--- src/rtl/privtrap_pkg.sv ---
// privtrap_pkg: privilege modes, cause codes, trap priority orders and config type
package privtrap_pkg;
  typedef struct packed {
    logic S_SUPPORTED;
    logic U_SUPPORTED;
  } cvw_t;
  localparam cvw_t CVW_DEFAULT = '{S_SUPPORTED: 1'b1, U_SUPPORTED: 1'b1};
  localparam logic [1:0] M_MODE = 2'b11;
  localparam logic [1:0] S_MODE = 2'b01;
  localparam logic [1:0] U_MODE = 2'b00;
  localparam logic [3:0] CAUSE_ILLEGAL_INSTR = 4'd2;
  localparam int N_INT = 6;
  localparam int N_EXC = 14;
  localparam logic [3:0] INT_PRIO [N_INT] = '{4'd11, 4'd3, 4'd7, 4'd9, 4'd1, 4'd5};
  localparam logic [3:0] EXC_PRIO [N_EXC] = '{4'd3, 4'd12, 4'd1, 4'd2, 4'd0, 4'd8, 4'd9,
                                               4'd11, 4'd6, 4'd4, 4'd15, 4'd13, 4'd7, 4'd5};
  localparam logic [11:0] INT_MASK = 12'hAAA;
  localparam logic [15:0] EXC_MASK = 16'hBBFF;
  typedef enum logic {RUN, WFI} wfi_state_t;
endpackage

--- src/rtl/privtrap_trapcause.sv ---
// trapcause: priority encoder over enabled interrupts then exceptions
module trapcause
  import privtrap_pkg::*;
(
  input  logic [11:0] int_en,
  input  logic [15:0] exc,
  output logic [4:0]  cause,
  output logic        taken
);
  always_comb begin
    cause = '0;
    for (int i = N_EXC - 1; i >= 0; i--)
      if (exc[EXC_PRIO[i]]) cause = {1'b0, EXC_PRIO[i]};
    for (int i = N_INT - 1; i >= 0; i--)
      if (int_en[INT_PRIO[i]]) cause = {1'b1, INT_PRIO[i]};
    taken = |(int_en & INT_MASK) | |(exc & EXC_MASK);
  end
endmodule

--- src/rtl/privtrap.sv ---
// privtrap: privilege mode, trap/return validation and WFI wait control
// PRIVTRAP_WFI_TIMEOUT_EN enables the TW timeout counter; otherwise TW wfi traps at once
module privtrap
  import privtrap_pkg::*;
#(
  parameter cvw_t P = CVW_DEFAULT
`ifdef PRIVTRAP_WFI_TIMEOUT_EN
  , parameter int WFI_TIMEOUT_BITS = 8
`endif
) (
  input  logic        clk,
  input  logic        reset,
  input  logic        StallW,
  input  logic        InstrValidM,
  input  logic        mretM,
  input  logic        sretM,
  input  logic        wfiM,
  input  logic [15:0] ExcM,
  input  logic [11:0] MIP_REGW,
  input  logic [11:0] MIE_REGW,
  input  logic [11:0] MIDELEG_REGW,
  input  logic [15:0] MEDELEG_REGW,
  input  logic        STATUS_MIE,
  input  logic        STATUS_SIE,
  input  logic        STATUS_TSR,
  input  logic        STATUS_TW,
  input  logic        STATUS_SPP,
  input  logic [1:0]  STATUS_MPP,
  output logic        TrapM,
  output logic        mretValidM,
  output logic        sretValidM,
  output logic [1:0]  NextPrivilegeModeM,
  output logic [1:0]  PrivilegeModeW,
  output logic [4:0]  CauseM,
  output logic        WFIStallM
);
  wfi_state_t state;
  logic        in_m, in_s, in_u, wfi_wait, wake, m_ie, s_ie;
  logic        timeout, tw_illegal, sret_bad, illegal, trap_deleg, legal_wfi;
  logic [11:0] pend, int_en;
  logic [15:0] exc, mideleg16;
  logic [1:0]  target;
  assign in_m = PrivilegeModeW == M_MODE;
  assign in_s = PrivilegeModeW == S_MODE;
  assign in_u = PrivilegeModeW == U_MODE;
  assign wfi_wait = state == WFI;
  assign WFIStallM = wfi_wait;
  assign pend = MIP_REGW & MIE_REGW;
  assign wake = |pend;
  assign m_ie = !in_m | STATUS_MIE;
  assign s_ie = in_u | (in_s & STATUS_SIE);
  // interrupts may also wake and trap from the WFI wait, with no valid instruction
  assign int_en = (InstrValidM | wfi_wait)
                ? pend & ((~MIDELEG_REGW & {12{m_ie}}) | (MIDELEG_REGW & {12{s_ie}}))
                : '0;
`ifdef PRIVTRAP_WFI_TIMEOUT_EN
  logic [WFI_TIMEOUT_BITS-1:0] wfi_cnt;
  assign timeout = wfi_wait & STATUS_TW & !in_m & (&wfi_cnt) & !wake;
  assign tw_illegal = 1'b0;
  always_ff @(posedge clk)
    if (reset) wfi_cnt <= '0;
    else if (!StallW) wfi_cnt <= !wfi_wait ? '0 : (&wfi_cnt) ? wfi_cnt : wfi_cnt + WFI_TIMEOUT_BITS'(1);
`else
  assign timeout = 1'b0;
  assign tw_illegal = STATUS_TW & !in_m;
`endif
  assign sret_bad = in_u | (in_s & STATUS_TSR);
  assign illegal = InstrValidM & ((mretM & !in_m) | (sretM & sret_bad) |
                                  (wfiM & ((P.S_SUPPORTED & in_u) | tw_illegal)));
  assign exc = (InstrValidM ? ExcM : '0) | {13'b0, illegal | timeout, 2'b0};
  trapcause u_trapcause (
    .int_en (int_en),
    .exc    (exc),
    .cause  (CauseM),
    .taken  (TrapM)
  );
  assign mideleg16 = {4'b0, MIDELEG_REGW};
  assign trap_deleg = CauseM[4] ? mideleg16[CauseM[3:0]] : MEDELEG_REGW[CauseM[3:0]];
  assign target = (trap_deleg & !in_m) ? S_MODE : M_MODE;
  assign mretValidM = InstrValidM & mretM & in_m & !TrapM;
  assign sretValidM = InstrValidM & sretM & !sret_bad & !TrapM;
  assign legal_wfi = InstrValidM & wfiM & !TrapM;
  assign NextPrivilegeModeM = TrapM ? target :
                              mretValidM ? STATUS_MPP :
                              sretValidM ? {1'b0, STATUS_SPP} : PrivilegeModeW;
  always_ff @(posedge clk)
    if (reset) begin
      state <= RUN;
      PrivilegeModeW <= M_MODE;
    end else if (!StallW) begin
      PrivilegeModeW <= NextPrivilegeModeM;
      state <= wfi_wait ? ((wake | timeout) ? RUN : WFI) : ((legal_wfi & !wake) ? WFI : RUN);
    end
endmodule

--- config.mk ---
export PLATFORM = sky130hd
export DESIGN_NAME = privtrap
export DESIGN_NICKNAME = d
export VERILOG_FILES = /design/src/rtl/privtrap_pkg.sv /design/src/rtl/privtrap_trapcause.sv /design/src/rtl/privtrap.sv
export SDC_FILE = /design/constraint.sdc
export NUM_CORES = 1
export LEC_CHECK = 0
export BUFFER_PORTS_ARGS = -buffer_cell sky130_fd_sc_hd__buf_2
export CELL_PAD_IN_SITES_DETAIL_PLACEMENT = 1
export CELL_PAD_IN_SITES_GLOBAL_PLACEMENT = 1
export CORE_MARGIN = 2
export CORE_UTILIZATION = 25
export DETAILED_ROUTE_END_ITERATION = 16
export GPL_TIMING_DRIVEN = 0
export MAX_ROUTING_LAYER = met4
export PLACE_DENSITY_LB_ADDON = 0.1
export SYNTH_ARGS = -nofsm -noshare
export SYNTH_HDL_FRONTEND = slang
export SYNTH_HIERARCHICAL = 1
export SYNTH_SLANG_ARGS = --single-unit
--- constraint.sdc ---
create_clock -name clk -period 5.72 [get_ports clk]
set_input_delay 0.858 -clock clk [delete_from_list [all_inputs] [get_ports clk]]
set_output_delay 0.858 -clock clk [all_outputs]
set_load 0.01 [all_outputs]
==> summary.txt <==
Run status
  – Status: finished, final reports clean

Layout
  – Sequential cell area: 60.1 µm²
  – Inserted Diodes: 0
  – Fill count: 569
  – Final net count: 333
  – Multi-input gate area: 935 µm²
  – Design Area, Final: roughly 0.0016 mm²
  – Area delta synth->final: 54.5%
  – Layout cells sized above 1: 42.8%

Power and ir drop
  – Sw power: 0.0783 mW
  – Clk pwr share: 28.8%
  – Power per cell area: ~130 mW/mm²
  – Sw Ratio: approximately 36%
  – Sequential power share: 10.6%
  – Combinational share of power: 60.6%
  – VDD IR-drop max: 0.0524 mV
  – P_leak: a little over 0.8 nW
  – Pint: approximately 0.14 mW

Critical path
  – Kind of critical path: input pin to primary output
  – CP dominant cell by count: buf_2
  – Crit path largest cell delay: 0.76 ns
  – CP Max Fanout: 8
  – FF-to-FF End: PrivilegeModeW[1]$_SDFFE_PP1N_
  – Endpoint type of the worst setup path: primary output
  – CP max stage cell: a2111oi_0
  – R2r worst-path depth: 15
  – CP top delay family: compound AO/OA/AOI/OAI gates
  – Worst setup SP type: input pin
  – Reg2Reg Setup Slack: around 1.9 ns
  – Arr. time, crit path: ~4.3 ns
  – Instance count on the critical path: 16
  – Crit path to: NextPrivilegeModeM[1]
  – Critical Path RT: 4.86 ns
  – Crit path buffers/inverters: 6
  – FF-to-FF Start: PrivilegeModeW[0]$_SDFFE_PP1N_
  – Worst-path cell chain: buf_2, inv_1, a21o_1, clkbuf_1, a2111oi_0, buf_1, nor3_1, nor3b_1, a22oi_1, buf_6, mux2i_1, or4b_1, a31oi_1, a2bb2oi_1, nor2_1, buf_2
  – CP startpoint: STATUS_SIE

Drt
  – Routed WL: 4.02 mm
  – M1 WL: 1.80 mm
  – Iter 0 DRT Violations: 18
  – Post-DRT Antenna Nets: 0
  – Via density: 4.98
  – Routed wl met2: 1.98 mm
  – Vias: between 1,000 and 1,500
  – Met3 routed wirelength: 217 µm
  – Pre-antenna DRT Iters: 4
  – Highest routed layer: met4
  – Drt wl/cell: ~13 µm
  – DRC errors left: 0

Floorplan
  – Site Rows: 23
  – Die Y: 69.3 µm
  – Die Span X: 69.3 µm
  – Initial Utilization: 26.3%
  – Placeable core area: a little over 0.004 mm²
  – Ports: 95
  – Die area: just under 0.005 mm²

Synthesis
  – Yosys Warn Count: 6
  – Mapped Nets: 235
  – Synthesized area per cell: about 7 µm²
  – Cells after synthesis: 153
  – Mapped cell area: 0.00107 mm²

Timing
  – Slew HR: 37.3%
  – Worst slew pin tran: 0.917 ns
  – Max Slew Vio Count: 0
  – Setup tns final: 0 ns
  – Clock skew: 0.00260 ns
  – Count of final setup violators: 0
  – Final hold vios: 0
  – Period minus WS final: around 5.2 ns
  – Final Cycle Share: between 90% and 100%
  – Highest clock rate: 194 MHz
  – RSZ-0062 raised after global routing: false

GRT
  – Initial antenna violation count: 0
  – First-pass GRT wire length: 6.87 mm
  – Largest net degree at the start of global routing: 11
  – Gr usage total: 17.1%
  – Overflow after GRT: 0
  – Vias in the first global route: between 1,500 and 2,000

Clock network
  – Clk pin slew, worst setup/hold paths: 0.03 ns
  – H-tree Lvls: 1
  – CTS tree: done
  – Clock root buffer: clkbuf_8
  – Clock buffer count from CTS: 3
  – Clk Latency, worst-skew pair: between 0.2 and 0.25 ns
  – Clk sink count: 3
  – Max Root-Sink Buffers: 2
  – Setup Fix Bufs, Post-CTS: 0

Job
  – Max Cap Viol: 0

Placement
  – GP Congestion: 0.805
  – Port bufs: 91
  – Placed cell areas: approximately 0.0016 mm²
  – Post-detail-place hpwl: ~3.5 mm

Min path
  – Hold path cells: 2
  – Hold Path Class: register to register
-- routing by layer --
layer	vias to the layer above	global-route usage [%]
met1	666	20.8
met4	0	2.61
met2	53	30.7
li1	774	-
met3	2	2.03
met5	-	-
-- worst min-delay path by stage --
stage / slack [ns] / to / startpoint
2_1_floorplan: 0.56 / WFIStallM$_SDFFE_PP0N_ / WFIStallM$_SDFFE_PP0N_
3_3_place_gp: 0.58 / WFIStallM$_SDFFE_PP0N_ / WFIStallM$_SDFFE_PP0N_
3_5_place_dp: 0.58 / WFIStallM$_SDFFE_PP0N_ / WFIStallM$_SDFFE_PP0N_
4_1_cts: 0.58 / WFIStallM$_SDFFE_PP0N_ / WFIStallM$_SDFFE_PP0N_
5_1_grt: 0.59 / WFIStallM$_SDFFE_PP0N_ / WFIStallM$_SDFFE_PP0N_
6_report: 0.57 / WFIStallM$_SDFFE_PP0N_ / WFIStallM$_SDFFE_PP0N_
-- repair_timing --
item,4_1_cts,5_1_grt
endpoints found under the setup margin,0,1
hold buffers,0,0
gates resized for setup,0,1
-- power by group through the flow --
stage | Combinational [mW] | Sequential [mW] | Clock [mW]
after detailed placement | 0.132 | 0.0233 | 0
final | 0.131 | 0.0229 | 0.0623
after floorplan | 0.0815 | 0.0230 | 0
after global routing | 0.147 | 0.0231 | 0.0651
after CTS | 0.132 | 0.0230 | 0.0638
after global placement | 0.130 | 0.0232 | 0
-- worst min-delay path: cells and delay by family (launching register included) --
kind,cells,cell delay (ns)
flops,1,0.35
simple gates,1,0.11
compound gates,1,0.06
-- cells in the final DEF, fill, tap and decap left out, types with 4 or more instances in the layout --
| master | n |
|---|---|
| buf_2 | 92 |
| nor2_1 | 24 |
| nand2_1 | 18 |
| and2_1 | 13 |
| nor3_1 | 10 |
| inv_1 | 7 |
| clkbuf_1 | 6 |
| mux2i_1 | 5 |
| a2111oi_0 | 5 |
| nand4_1 | 4 |
| mux4_1 | 4 |
| a21oi_1 | 4 |
-- registers in the layout (all words and copies together), names as in the netlist --
signal / flops
WFIStallM: 1
PrivilegeModeW: 2
-- stage by stage --
stage / total power, mW / utilization, % / worst slack, ns / instances / hold WS (ns)
3_5_place_dp: 0.155 / 39.1 / 0.309 / 295 / 0.576
3_3_place_gp: 0.153 / 39.0 / 0.212 / 294 / 0.582
2_1_floorplan: 0.105 / - / 0.957 / 153 / 0.560
4_1_cts: 0.219 / 40.2 / 0.294 / 299 / 0.583
5_1_grt: 0.235 / 40.6 / 0.217 / 300 / 0.592
6_report: 0.216 / 40.6 / 0.559 / 300 / 0.574
-- final cells by class --
type                       count  share of cell area (%)
multi-input combinational    135                    56.8
timing repair buffer          93                    28.6
tap                           50                    3.80
sequential                     3                    3.65
buffer                         8                    2.81
clock buffer                   4                    2.74
inverter                       7                    1.60
(Power assumes the default switching activity.)
